**config.mk**
```make
export PLATFORM = sky130hd
export DESIGN_NAME = fetch_sequencer
export DESIGN_NICKNAME = d
export VERILOG_FILES = /design/src/rtl/fetch_sequencer.sv
export SDC_FILE = /design/constraint.sdc
export NUM_CORES = 1
export LEC_CHECK = 0
export CAP_MARGIN = 5
export CORE_UTILIZATION = 44
export DETAILED_ROUTE_END_ITERATION = 8
export GPL_ROUTABILITY_DRIVEN = 1
export PLACE_DENSITY = 0.7
export SETUP_SLACK_MARGIN = 0.2
export SLEW_MARGIN = 40
export SYNTH_ARGS = -nofsm -noshare
export SYNTH_HDL_FRONTEND = slang
export SYNTH_SLANG_ARGS = --single-unit
```
**constraint.sdc**
```tcl
create_clock -name clk -period 8.5 [get_ports clk]
set_input_delay 2.55 -clock clk [delete_from_list [all_inputs] [get_ports clk]]
set_output_delay 2.55 -clock clk [all_outputs]
set_load 0.01 [all_outputs]
```
**src/rtl/fetch_sequencer.sv**
```systemverilog
// Instruction-fetch sequencer: drives imem_pc, tracks the single in-flight read and queues returns.
// Define IMEM_BOUND_CHECK_EN to trap fetches at or beyond DEPTH into a sticky FAULT state.
module fetch_sequencer #(
  parameter int              PC_W     = 16,
  parameter int              INSTR_W  = 32,
  parameter int              DEPTH    = 70,
  parameter logic [PC_W-1:0] RESET_PC = '0
) (
  input  logic               clk,
  input  logic               reset,
  output logic [PC_W-1:0]    imem_pc,
  input  logic [INSTR_W-1:0] imem_instr,
  input  logic               redirect_valid,
  input  logic [PC_W-1:0]    redirect_pc,
  input  logic               halt_req,
  output logic               out_valid,
  input  logic               out_ready,
  output logic [INSTR_W-1:0] out_instr,
  output logic [PC_W-1:0]    out_pc,
  output logic               halted,
  output logic               fault
);

  localparam logic [1:0] ST_RUN  = 2'd0;
  localparam logic [1:0] ST_HALT = 2'd1;

  logic [1:0]         state;
  logic [PC_W-1:0]    fetch_pc;
  logic [PC_W-1:0]    tag_pc;
  logic               inflight;
  logic               halt_pending;

  logic [INSTR_W-1:0] q_instr [2];
  logic [PC_W-1:0]    q_pc    [2];
  logic               rd_ptr;
  logic               wr_ptr;
  logic [1:0]         occ;

  logic               pop;
  logic               push;
  logic               space_ok;
  logic               can_issue;
  logic               issue;
  logic               redirect_take;
  logic               bound_bad;

`ifdef IMEM_BOUND_CHECK_EN
  localparam logic [1:0] ST_FAULT = 2'd2;

  // FAULT is terminal until reset, so redirects are not honoured there.
  assign redirect_take = redirect_valid && (state != ST_FAULT);
  assign bound_bad     = ({16'h0, fetch_pc} >= 32'(DEPTH));
  assign fault         = (state == ST_FAULT);
`else
  logic unused_depth;

  assign redirect_take = redirect_valid;
  assign bound_bad     = 1'b0;
  assign fault         = 1'b0;
  assign unused_depth  = ^DEPTH;
`endif

  // Decode handshake: a word transfers on every rising edge where out_valid && out_ready;
  // while out_valid && !out_ready the head (out_instr/out_pc) holds steady.
  assign out_valid = (occ != 2'd0);
  assign out_instr = q_instr[rd_ptr];
  assign out_pc    = q_pc[rd_ptr];
  assign pop       = out_valid && out_ready;

  assign imem_pc   = fetch_pc;
  assign halted    = (state == ST_HALT);

  // The in-flight word always lands at the next edge, so reserve room for it before issuing.
  assign space_ok  = ({1'b0, occ} + {2'b00, inflight}) < (3'd2 + {2'b00, pop});
  assign can_issue = (state == ST_RUN) && !redirect_take && !halt_req && !halt_pending && space_ok;
  assign issue     = can_issue && !bound_bad;
  assign push      = inflight && !redirect_take;

  always_ff @(posedge clk) begin
    if (reset) begin
      state        <= ST_RUN;
      fetch_pc     <= RESET_PC;
      tag_pc       <= '0;
      inflight     <= 1'b0;
      halt_pending <= 1'b0;
      occ          <= 2'd0;
      rd_ptr       <= 1'b0;
      wr_ptr       <= 1'b0;
      q_instr[0]   <= '0;
      q_instr[1]   <= '0;
      q_pc[0]      <= '0;
      q_pc[1]      <= '0;
    end else begin
      inflight <= issue;
      if (issue) begin
        tag_pc <= fetch_pc;
      end

      if (redirect_take) begin
        fetch_pc <= redirect_pc;
      end else if (issue) begin
        fetch_pc <= fetch_pc + 1'b1;
      end

      if (redirect_take) begin
        occ    <= 2'd0;
        rd_ptr <= 1'b0;
        wr_ptr <= 1'b0;
      end else begin
        if (push) begin
          q_instr[wr_ptr] <= imem_instr;
          q_pc[wr_ptr]    <= tag_pc;
          wr_ptr          <= ~wr_ptr;
        end
        if (pop) begin
          rd_ptr <= ~rd_ptr;
        end
        occ <= occ + {1'b0, push} - {1'b0, pop};
      end

      case (state)
        ST_RUN: begin
          if (redirect_take) begin
            state        <= halt_req ? ST_HALT : ST_RUN;
            halt_pending <= 1'b0;
          end else if (halt_req || halt_pending) begin
            // Wait for the outstanding read to land before reporting HALT.
            if (inflight) begin
              halt_pending <= 1'b1;
            end else begin
              state        <= ST_HALT;
              halt_pending <= 1'b0;
            end
          end
`ifdef IMEM_BOUND_CHECK_EN
          else if (can_issue && bound_bad) begin
            state <= ST_FAULT;
          end
`endif
        end
        ST_HALT: begin
          if (redirect_take) begin
            state <= halt_req ? ST_HALT : ST_RUN;
          end
        end
        default: begin
          state <= state;
        end
      endcase
    end
  end

endmodule

```
==> results of run 1 <==
[kinds of logic after synthesis]
group	synth area share [%]
other	0.06283
buffers and inverters	2.264
AO/OA/AOI/OAI	6.080
multiplexers	9.434
AND/OR/NAND/NOR	18.66
adder cells (fa/ha/maj)	1.048
flip-flops	61.72
XOR/XNOR	0.7339
[registers in the layout, indices dropped and copies added, names as in the netlist, named ones only]
| name | count |
|---|---|
| q_instr | 64 |
| q_pc | 32 |
| imem_pc | 16 |
| tag_pc | 16 |
| occ | 2 |
| halt_pending | 1 |
| inflight | 1 |
| rd_ptr | 1 |
| state | 1 |
| wr_ptr | 1 |
[worst max-delay path, cell delays in order]
cell and delay (ps):
clkdlybuf4s50_1 400, buf_4 220, inv_1 340, nand2_1 280, nor3b_2 210, buf_4 390
or2_4 650
[power by group through the flow]
stage / logic (mW) / registers (mW) / clock network [mW]
floorplan: 0.0529 / 0.761 / 0
detailed placement: 0.123 / 0.763 / 0
global placement: 0.122 / 0.762 / 0
global route: 0.133 / 0.752 / 0.765
finish: 0.123 / 0.749 / 0.720
CTS: 0.124 / 0.749 / 0.733
[stage by stage]
step	std cells	instance area, um^2	worst slack, ps	utilization, %	power [mW]
6_report	784	7906	3428	59.70	1.592
3_5_place_dp	752	7320	3012	55.27	0.8864
5_1_grt	784	7906	3215	59.70	1.650
2_1_floorplan	482	5968	3029	-	0.8136
3_3_place_gp	752	7315	2734	55.23	0.8839
4_1_cts	784	7906	3445	59.70	1.606
[area by class of cell]
| type | instances | area share, % |
|---|---|---|
| inverter | 5 | 0.2374 |
| timing repair buffer | 123 | 15.41 |
| tap | 176 | 2.785 |
| multi-input combinational | 312 | 27.50 |
| clock buffer | 18 | 5.428 |
| sequential | 136 | 46.64 |
| clock inverter | 14 | 1.994 |
[synthesized netlist by cell type (3+ instances only)]
| library cell | n | share of area [%] |
|---|---|---|
| a21oi_1 | 24 | 2.0 |
| a31oi_1 | 8 | 0.84 |
| and2_1 | 97 | 10 |
| and4_1 | 3 | 0.44 |
| buf_2 | 3 | 0.25 |
| clkbuf_1 | 23 | 1.4 |
| dfxtp_1 | 40 | 13 |
| edfxtp_1 | 96 | 48 |
| ha_1 | 5 | 1.0 |
| inv_1 | 5 | 0.31 |
| mux2_2 | 50 | 9.4 |
| nand2_1 | 50 | 3.1 |
| nand2b_1 | 5 | 0.52 |
| nand3_1 | 7 | 0.59 |
| nand4_1 | 4 | 0.42 |
| nor2_1 | 4 | 0.25 |
| nor3_1 | 5 | 0.42 |
| o211ai_1 | 5 | 0.63 |
| o22ai_1 | 5 | 0.52 |
| or3_1 | 4 | 0.42 |
| xnor2_1 | 3 | 0.44 |
[path summary, 6_finish.rpt]
check / end / startpoint / cells past startpoint / slack [ps]
min: tag_pc[11] / tag_pc[11] / 2 / 460
min reg2reg: tag_pc[11] / tag_pc[11] / 2 / 460
max reg2reg: imem_pc[6] / inflight / 6 / 6010
max: q_pc[1][15] / redirect_valid / 7 / 3430
[cells in the final DEF, fill, tap and decap left out, types with 6 or more instances in the layout]
| master | count |
|---|---|
| clkdlybuf4s50_1 | 118 |
| a31oi_1 | 8 |
| nand3_1 | 7 |
| edfxtp_1 | 96 |
| clkinvlp_4 | 6 |
| a21oi_1 | 24 |
| and2_1 | 97 |
| dfxtp_1 | 39 |
| nand2_1 | 50 |
| clkbuf_16 | 17 |
| mux2_2 | 50 |
[routing by layer]
| metal | GRT usage, % | share of wire, % | up-vias |
|---|---|---|---|
| met1 | 24.24 | 47 | 1846 |
| met5 | 0 | 0 | - |
| li1 | - | - | 1951 |
| met2 | 28.53 | 46 | 135 |
| met3 | 5.357 | 6.1 | 6 |
| met4 | 5.696 | 0.68 | 0 |
==> summary.md, run 1 <==
| Metric | Value |
|---|---|
| Initial antenna violation count | 0 |
| CP Class | in -> reg |
| Worst-Skew Late Latency | slightly above 400 ps |
| Starting Density | ~45% |
| Sw power | ~0.33 mW |
| Ports | 120 |
| # diodes | 0 |
| 1st-iter DRT viols | around 310 |
| Nets | 653 |
| Port Buffers | roughly 120 |
| Fin. Hold Viols | 0 |
| Maximum fanout along the worst path | 49 |
| Post-synth cell types | 45 |
| Crit path DAT | 5110 ps |
| Share of power burned in registers | around 47% |
| Fmax | between 0.15 and 0.2 GHz |
| Num CTS Buffers | 17 |
| Int Pwr | between 1 and 1.5 mW |
| GR Overflow Total | 0 |
| Hold buffers post-CTS | 0 |
| Ys async rst share | 0% |
| RSZ-0062 raised after global routing | false |
| Half-perimeter wire length after placement | roughly 7600 um |
| Sw Share | around a fifth |
| H-tree depth | 4 |
| Vias in the first global route | between 3k and 4k |
| Die Y-Extent | 118.5 um |
| Die area | roughly 14000 um^2 |
| Vias/cell | between 5 and 6 |
| Post-CTS sizing | 0 |
| Pwr/cell area | approximately 200 nW/um^2 |
| Final-report setup violation count | 0 |
| GP Congestion | about 0.83 |
| Fillers | 1061 |
| Worst-path clk slew | 50 ps |
| Post-synthesis instance total | between 400 and 500 |
| Total number of vias | between 3k and 4k |
| Syn-to-layout area delta | 32.47% |
| Pin count of the biggest net entering global routing | 50 |
| Setup TNS | 0 ps |
| Routed Wire Length | between 10000 and 15000 um |
| CTS tree | built |
| Leakage | between 2 and 3 nW |
| Final period util | 59.67% |
| Area of the core | ~13000 um^2 |
| DR DRC count | 0 |
| Crit path capture type | flip-flop |
| Seq cells post-synth | between 100 and 150 |
| 1st-pass router iterations | 5 |
| Final ANT Viol Nets | 0 |
| Max-slew violations | 0 |
| DIE WIDTH | around 120 um |
| Synthesized area per cell | between 10 and 15 um^2 |
| Multi-input gate area | 2175 um^2 |
| CP startpoint kind | primary input |
| Final worst path period need | 5072 ps |
| First-pass GRT wire length | 19880 um |
| WL per Instance | about 15 um |
| Slew headroom | between 50% and 60% |
| Gr usage total | between 10% and 20% |
| Clock skew | 5.064 ps |
| Min Hold Slack | 459.8 ps |
| VDD IR max | around 0.00012 V |
| CP Data Required Time | about 8500 ps |
| YS warnings | 0 |
| # rows | 42 |
| Number of synthesized flops with an enable pin | 96 |
| Storage element area | between 3000 and 4000 um^2 |
| Status | complete, no violations |
| Combinational group share of total power | between 7 and 8% |
| Post-CTS Setup Bufs | 0 |
| Clock Sink Count | approximately 140 |
| Clock Tree Buf Depth | 2 |
| Synth Cell Area | between 5000 and 6000 um^2 |
| Dominant synthesized flop cell | edfxtp_1 |
| Hold Path Class | reg -> reg |
| Max-cap viol count | 0 |
| Fraction of final layout cells sized beyond drive strength 1 | between 10% and 20% |
| Clk pwr share | 45.2% |
| Synth Net Count | 540 |
| Sequential fraction of the synthesis area | between 60 and 70% |
| Worst-margin pin slew | 717.5 ps |
| Root Driver | clkbuf_16 |
Note: power is estimated with default switching activity, not from simulation.
==> inputs of run 2 (changes only) <==
--- a/config.mk
+++ b/config.mk
@@ -9,7 +9,7 @@
 export CORE_UTILIZATION = 44
 export DETAILED_ROUTE_END_ITERATION = 8
 export GPL_ROUTABILITY_DRIVEN = 1
-export PLACE_DENSITY = 0.7
+export PLACE_DENSITY = 0.73
 export SETUP_SLACK_MARGIN = 0.2
 export SLEW_MARGIN = 40
 export SYNTH_ARGS = -nofsm -noshare
==> constraint.sdc (replaced) <==
create_clock -name clk -period 4.6 [get_ports clk]
set_input_delay 1.38 -clock clk [delete_from_list [all_inputs] [get_ports clk]]
set_output_delay 1.38 -clock clk [all_outputs]
set_load 0.01 [all_outputs]
==> run 2 against run 1 <==
Net effect:
- global-route usage increased by 0.14 points
- first-iteration DRC count is 22% lower
- worst setup slack worse by 2700 ps
- largest cell class unchanged
- combinational power grew 87%
- routed wire length increased by 1.7%
==> summary.md, run 2 (synthesis gave the netlist of run 1 again) <==
| Metric | Value |
|---|---|
| Status | complete, no violations |
| Clock Sink Count | 136 (unchanged) |
| Min Hold Slack | 458.1 ps (-1.718 ps) |
| GR Overflow Total | 0 (unchanged) |
| Max-cap viol count | 0 (unchanged) |
| Worst-path clk slew | 60 ps (about the same) |
| Clk pwr share | 45.5% (+0.3 points) |
| Crit path capture type | output pin |
| DIE WIDTH | 118.5 um (unchanged) |
| Cells on worst reg2reg path | 6 (unchanged) |
| Port Buffers | 118 (unchanged) |
| Post-CTS Setup Bufs | 0 (unchanged) |
| Most frequent cells in the layout | clkdlybuf4s50_1, and2_1, edfxtp_1 |
| Worst-margin pin slew | 745.8 ps (+28.23 ps) |
| Half-perimeter wire length after placement | 7986 um (+4.4%) |
| Maximum fanout along the worst path | 30 (-39%) |
| CTS tree | built |
| Hold Path Class | reg -> reg |
| Delay-heaviest family, CP | buffers and inverters |
| 1st-pass router iterations | 5 (unchanged) |
| GP Congestion | 0.8396 (+0.59%) |
| Pin count of the biggest net entering global routing | 49 (-2.0%) |
| Max FFs per register | 64 (unchanged) |
| Most flop-heavy register | q_instr |
| RSZ-0062 raised after global routing | false |
| Fraction of final layout cells sized beyond drive strength 1 | 16.78% (+0.82 points) |
| Ports | 120 (unchanged) |
| Root Driver | clkbuf_16 |
| First-pass GRT wire length | 19930 um (+0.28%) |
| Clock Tree Buf Depth | 2 (unchanged) |
| Reg-to-reg startpoint | inflight |
| Crit path capture | out_instr[20] |
| Initial antenna violation count | 0 (unchanged) |
| Fillers | 1049 (-1.1%) |
| Post-CTS sizing | 0 (unchanged) |
| Starting Density | 45.07% (unchanged) |
| Pwr/cell area | 373.0 nW/um^2 (+85%) |
| Commonest non-fill, non-tap cell in the layout | clkdlybuf4s50_1 |
| Syn-to-layout area delta | 33.23% |
| Worst-Skew Late Latency | 410 ps (about the same) |
| CP Class | reg -> out |
| VDD IR max | 0.0002426 V (+110%) |
| Vias/cell | 5.142 (+2.4%) |
| 1st-iter DRT viols | 242 (-22%) |
| Max-slew violations | 0 (unchanged) |
| WP buf/inv | 2 (-2) |
| Gr usage total | 18.30% (+0.14 points) |
| CP startpoint kind | flip-flop |
| CP Data Required Time | 3220 ps (-5320 ps) |
| Hold buffers post-CTS | 0 (unchanged) |
| Int Pwr | 2.362 mW (+88%) |
| Die area | 14030 um^2 (unchanged) |
| Final-report setup violation count | 0 (unchanged) |
| Crit path DAT | 2510 ps (-2600 ps) |
| Share of power burned in registers | 46.7% (-0.4 points) |
| Crit-path cells | buf_4 -> mux2_2 -> clkdlybuf4s50_1 |
| Clock skew | 5.220 ps (+0.1558 ps) |
| Reg2reg end | imem_pc[12] |
| # rows | 42 (unchanged) |
| Vias in the first global route | 3919 (-2.0%) |
| Slowest-stage cell, CP | dfxtp_2 |
| Final worst path period need | a little under 4000 ps |
| Routed Wire Length | 12330 um (+1.7%) |
| Area of the core | 13240 um^2 (unchanged) |
| Die Y-Extent | 118.5 um (unchanged) |
| Combinational group share of total power | 7.8% (about the same) |
| Nets | 659 (+0.92%) |
| Slew headroom | 50.28% (-1.8 points) |
| DR DRC count | 0 (unchanged) |
| Sw Share | 20.37% (-0.56 points) |
| Final period util | a little over four fifths |
| Fmax | roughly 0.26 GHz |
| Final core utilization | 60.04% (+0.34 points) |
| H-tree depth | 4 (unchanged) |
| Critical path depth | 3 (-4) |
| Setup TNS | 0 ps (unchanged) |
| WL per Instance | 15.60 um (+0.95%) |
| Sw power | 0.6041 mW (+81%) |
| Fin. Hold Viols | 0 (unchanged) |
| Worst reg2reg setup slack | 2340 ps (-3670 ps) |
| Num CTS Buffers | 17 (unchanged) |
| Leakage | 2.905 nW (+1.9%) |
| Final ANT Viol Nets | 0 (unchanged) |
| Largest stage delay, worst path | 810 ps (+160 ps) |
| Total number of vias | 4062 (+3.1%) |
| Biggest regs | q_instr (64), q_pc (32) |
| # diodes | 0 (unchanged) |
run 2: area by class of cell:
cell class                      count  area, um^2  share of cell area (%)
Sequential cell                   136        3685                   46.34
Multi-Input combinational cell    312        2172                   27.32
Timing Repair Buffer              129        1264                   15.89
Clock buffer                       22       464.2                   5.838
Tap cell                          176       220.2                   2.769
Clock inverter                     10       127.6                   1.605
Inverter                            5       18.77                  0.2360
run 2: worst register-to-register path, stage by stage (launching register included):
cell	delay [ps]
dfxtp_1	350
ha_1	220
ha_1	210
nor4_4	470
nand3_1	360
or3_1	400
a31oi_1	170
run 2: worst min-delay path by stage:
stage | depth (start not counted) | slack (ps) | endpoint | from
global route | 2 | 490 | tag_pc[8] | tag_pc[8]
floorplan | 2 | 440 | tag_pc[0] | tag_pc[0]
finish | 2 | 460 | tag_pc[8] | tag_pc[8]
global placement | 2 | 450 | tag_pc[13] | tag_pc[13]
detailed placement | 2 | 450 | tag_pc[8] | tag_pc[8]
CTS | 2 | 460 | tag_pc[8] | tag_pc[8]
run 2: stage by stage:
stage	power [mW]	setup WS, ps	cell area (um^2)	cells
after floorplan	1.503	298.6	5968	482
after global placement	1.636	995.2	7360	758
after detailed placement	1.641	927.4	7360	758
after CTS	2.985	658.8	7951	790
after global routing	3.054	585.4	7951	790
final	2.966	714.9	7951	790
run 2: power by group through the flow:
| stage | clock network, mW | registers (mW) | logic (mW) |
|---|---|---|---|
| CTS | 1.37 | 1.39 | 0.233 |
| detailed placement | 0 | 1.41 | 0.231 |
| finish | 1.35 | 1.39 | 0.230 |
| global placement | 0 | 1.41 | 0.228 |
| global route | 1.41 | 1.39 | 0.248 |
| floorplan | 0 | 1.41 | 0.0978 |
run 2: metal layers:
metal / vias up / global-route usage [%] / share of wire [%]
li1: 1962 / - / -
met1: 1964 / 24.70 / 47
met2: 132 / 29.08 / 48
met3: 4 / 4.681 / 4.3
met4: 0 / 5.459 / 0.37
met5: - / 0 / 0
==> inputs of run 3 (changes only) <==
==> constraint.sdc (replaced) <==
create_clock -name clk -period 3.3 [get_ports clk]
set_input_delay 0.99 -clock clk [delete_from_list [all_inputs] [get_ports clk]]
set_output_delay 0.99 -clock clk [all_outputs]
set_load 0.01 [all_outputs]
==> run 3 against run 2 <==
Net effect:
- first-iteration DRC count is 25% higher
- critical path type unchanged
- clock-buffer cell count is 4 higher
- worst setup slack worse by 420 ps
- power is 40% higher
- global-route usage hardly changed
- flip-flop and latch count stayed put
==> summary.md, run 3 (synthesis gave the netlist of run 1 again) <==
| Metric | Value |
|---|---|
| Status | complete, no violations |
| CP startpoint kind | flip-flop |
| Starting Density | 45.07% (unchanged) |
| Crit path capture | out_pc[13] |
| Clock Tree Buf Depth | 2 (unchanged) |
| Leakage | 2.930 nW (+0.86%) |
| Min Hold Slack | 460.8 ps (+2.716 ps) |
| RSZ-0062 raised after global routing | false |
| Fmax | 0.3324 GHz |
| Syn-to-layout area delta | 34.53% |
| Half-perimeter wire length after placement | 7752 um (-2.9%) |
| Commonest non-fill, non-tap cell in the layout | clkdlybuf4s50_1 |
| Clock skew | 4.075 ps (-1.145 ps) |
| # rows | 42 (unchanged) |
| Setup TNS | 0 ps (unchanged) |
| Cells on worst reg2reg path | 6 (unchanged) |
| Biggest regs | q_instr (64), q_pc (32) |
| GR Overflow Total | 0 (unchanged) |
| Root Driver | clkbuf_16 |
| Most flop-heavy register | q_instr |
| Hold Path Class | reg -> reg |
| Maximum fanout along the worst path | 37 (+23%) |
| Storage element area | 3687 um^2 (about the same) |
| Clock Sink Count | 136 (unchanged) |
| Max-cap viol count | 0 (unchanged) |
| Total number of vias | 4064 (+0.049%) |
| Die area | 14030 um^2 (unchanged) |
| Final ANT Viol Nets | 0 (unchanged) |
| CP Class | reg -> out |
| Pwr/cell area | 518.7 nW/um^2 (+39%) |
| CTS tree | built |
| Max FFs per register | 64 (unchanged) |
| WL per Instance | 15.46 um (-0.91%) |
| Multi-input gate area | 2172 um^2 (unchanged) |
| Most frequent cells in the layout | clkdlybuf4s50_1, and2_1, edfxtp_1 |
| Final worst path period need | approximately 3000 ps |
| Crit path capture type | output pin |
| CP Data Required Time | 2310 ps (-910 ps) |
| DIE WIDTH | 118.5 um (unchanged) |
| H-tree depth | 4 (unchanged) |
| DR DRC count | 0 (unchanged) |
| VDD IR max | 0.0003581 V (+48%) |
| Area of the core | 13240 um^2 (unchanged) |
| Routed Wire Length | 12220 um (-0.91%) |
| Fillers | 1033 (-1.5%) |
| Crit path DAT | 2020 ps (-490 ps) |
| Max-slew violations | 0 (unchanged) |
| Initial antenna violation count | 0 (unchanged) |
| Nets | 659 (unchanged) |
| Slew headroom | 66.14% (+16 points) |
| Vias in the first global route | 4034 (+2.9%) |
| GP Congestion | 0.8289 (-1.3%) |
| Fin. Hold Viols | 0 (unchanged) |
| Final-report setup violation count | 0 (unchanged) |
| Gr usage total | 18.30% (about the same) |
| Reg2reg end | imem_pc[10] |
| Fraction of final layout cells sized beyond drive strength 1 | 17.10% (+0.33 points) |
| First-pass GRT wire length | 19810 um (-0.63%) |
| 1st-iter DRT viols | 302 (+25%) |
| Num CTS Buffers | 17 (unchanged) |
| Worst-margin pin slew | 504.0 ps (-241.7 ps) |
| Port Buffers | 118 (unchanged) |
| Reg-to-reg startpoint | inflight |
| 1st-pass router iterations | 4 (-1) |
| Final period util | 91.16% |
| Die Y-Extent | 118.5 um (unchanged) |
| Pin count of the biggest net entering global routing | 49 (unchanged) |
| Worst-Skew Late Latency | 410 ps (about the same) |
| # diodes | 0 (unchanged) |
| Worst-path clk slew | 60 ps (about the same) |
| Vias/cell | 5.144 (about the same) |
| Ports | 120 (unchanged) |
| Worst reg2reg setup slack | 1130 ps (-1210 ps) |
| Post-CTS Setup Bufs | 0 (unchanged) |
==> run 3: cell types whose count changed in the layout (fill, tap and decap cells not counted), moves of 3 or more <==
cell,before,now
buf_12,0,3
clkinv_2,6,0
bufinv_16,3,0
clkbuf_16,17,21
buf_4,11,8
==> run 3: how the worst min path moves through the flow <==
stage	start	to	slack, ps	depth (start not counted)
after global placement	tag_pc[7]	tag_pc[7]	450	2
after floorplan	tag_pc[0]	tag_pc[0]	440	2
after global routing	tag_pc[15]	tag_pc[15]	500	2
after CTS	tag_pc[15]	tag_pc[15]	460	2
final	tag_pc[15]	tag_pc[15]	460	2
after detailed placement	tag_pc[7]	tag_pc[7]	460	2
==> run 3: worst max-delay path, stage by stage (launching register included) <==
cell	delay, ps
dfxtp_4	450
buf_12	260
mux2_2	370
clkdlybuf4s50_1	510
==> run 3: repair_timing <==
item,4_1_cts,5_1_grt
hold buffers,0,0
resized for setup,1,0
endpoints found under the setup margin,29,0
==> run 3: per-stage QoR <==
step           setup slack [ps]  util (%)  total power [mW]  area (um^2)  cells
5_1_grt                   213.1     60.63             4.304         8029    790
2_1_floorplan             406.0         -             2.095         5972    482
3_3_place_gp              321.6     55.86             2.286         7397    758
4_1_cts                   254.2     60.63             4.200         8029    790
6_report                  291.8     60.63             4.165         8029    790
3_5_place_dp              277.0     55.86             2.293         7397    758
==> run 3: routing by layer <==
layer  share of wire (%)  global-route usage, %  wire length [um]
met5                   0                      0                 0
met1                  47                  24.68              5754
met3                 6.5                  5.212               799
met4                 1.1                  7.041               131
met2                  45                  27.98              5530
==> run 3: cell type report <==
cell class              instances  share of cell area [%]
clock buffers                  26                   7.278
repair buffers                129                   16.21
inverters                       5                  0.2338
flip-flops and latches        136                   45.92
clock inverters                 6                  0.5610
well taps                     176                   2.743
multi-input cells             312                   27.05
==> run 3: where the power goes <==
group          internal (mW)  switching, mW  total (mW)  leakage [nW]
Combinational          0.185          0.143       0.328          1.30
Clock                   1.23          0.682        1.91         0.306
Sequential              1.89         0.0389        1.93          1.32
Total                   3.30          0.864        4.16          2.93
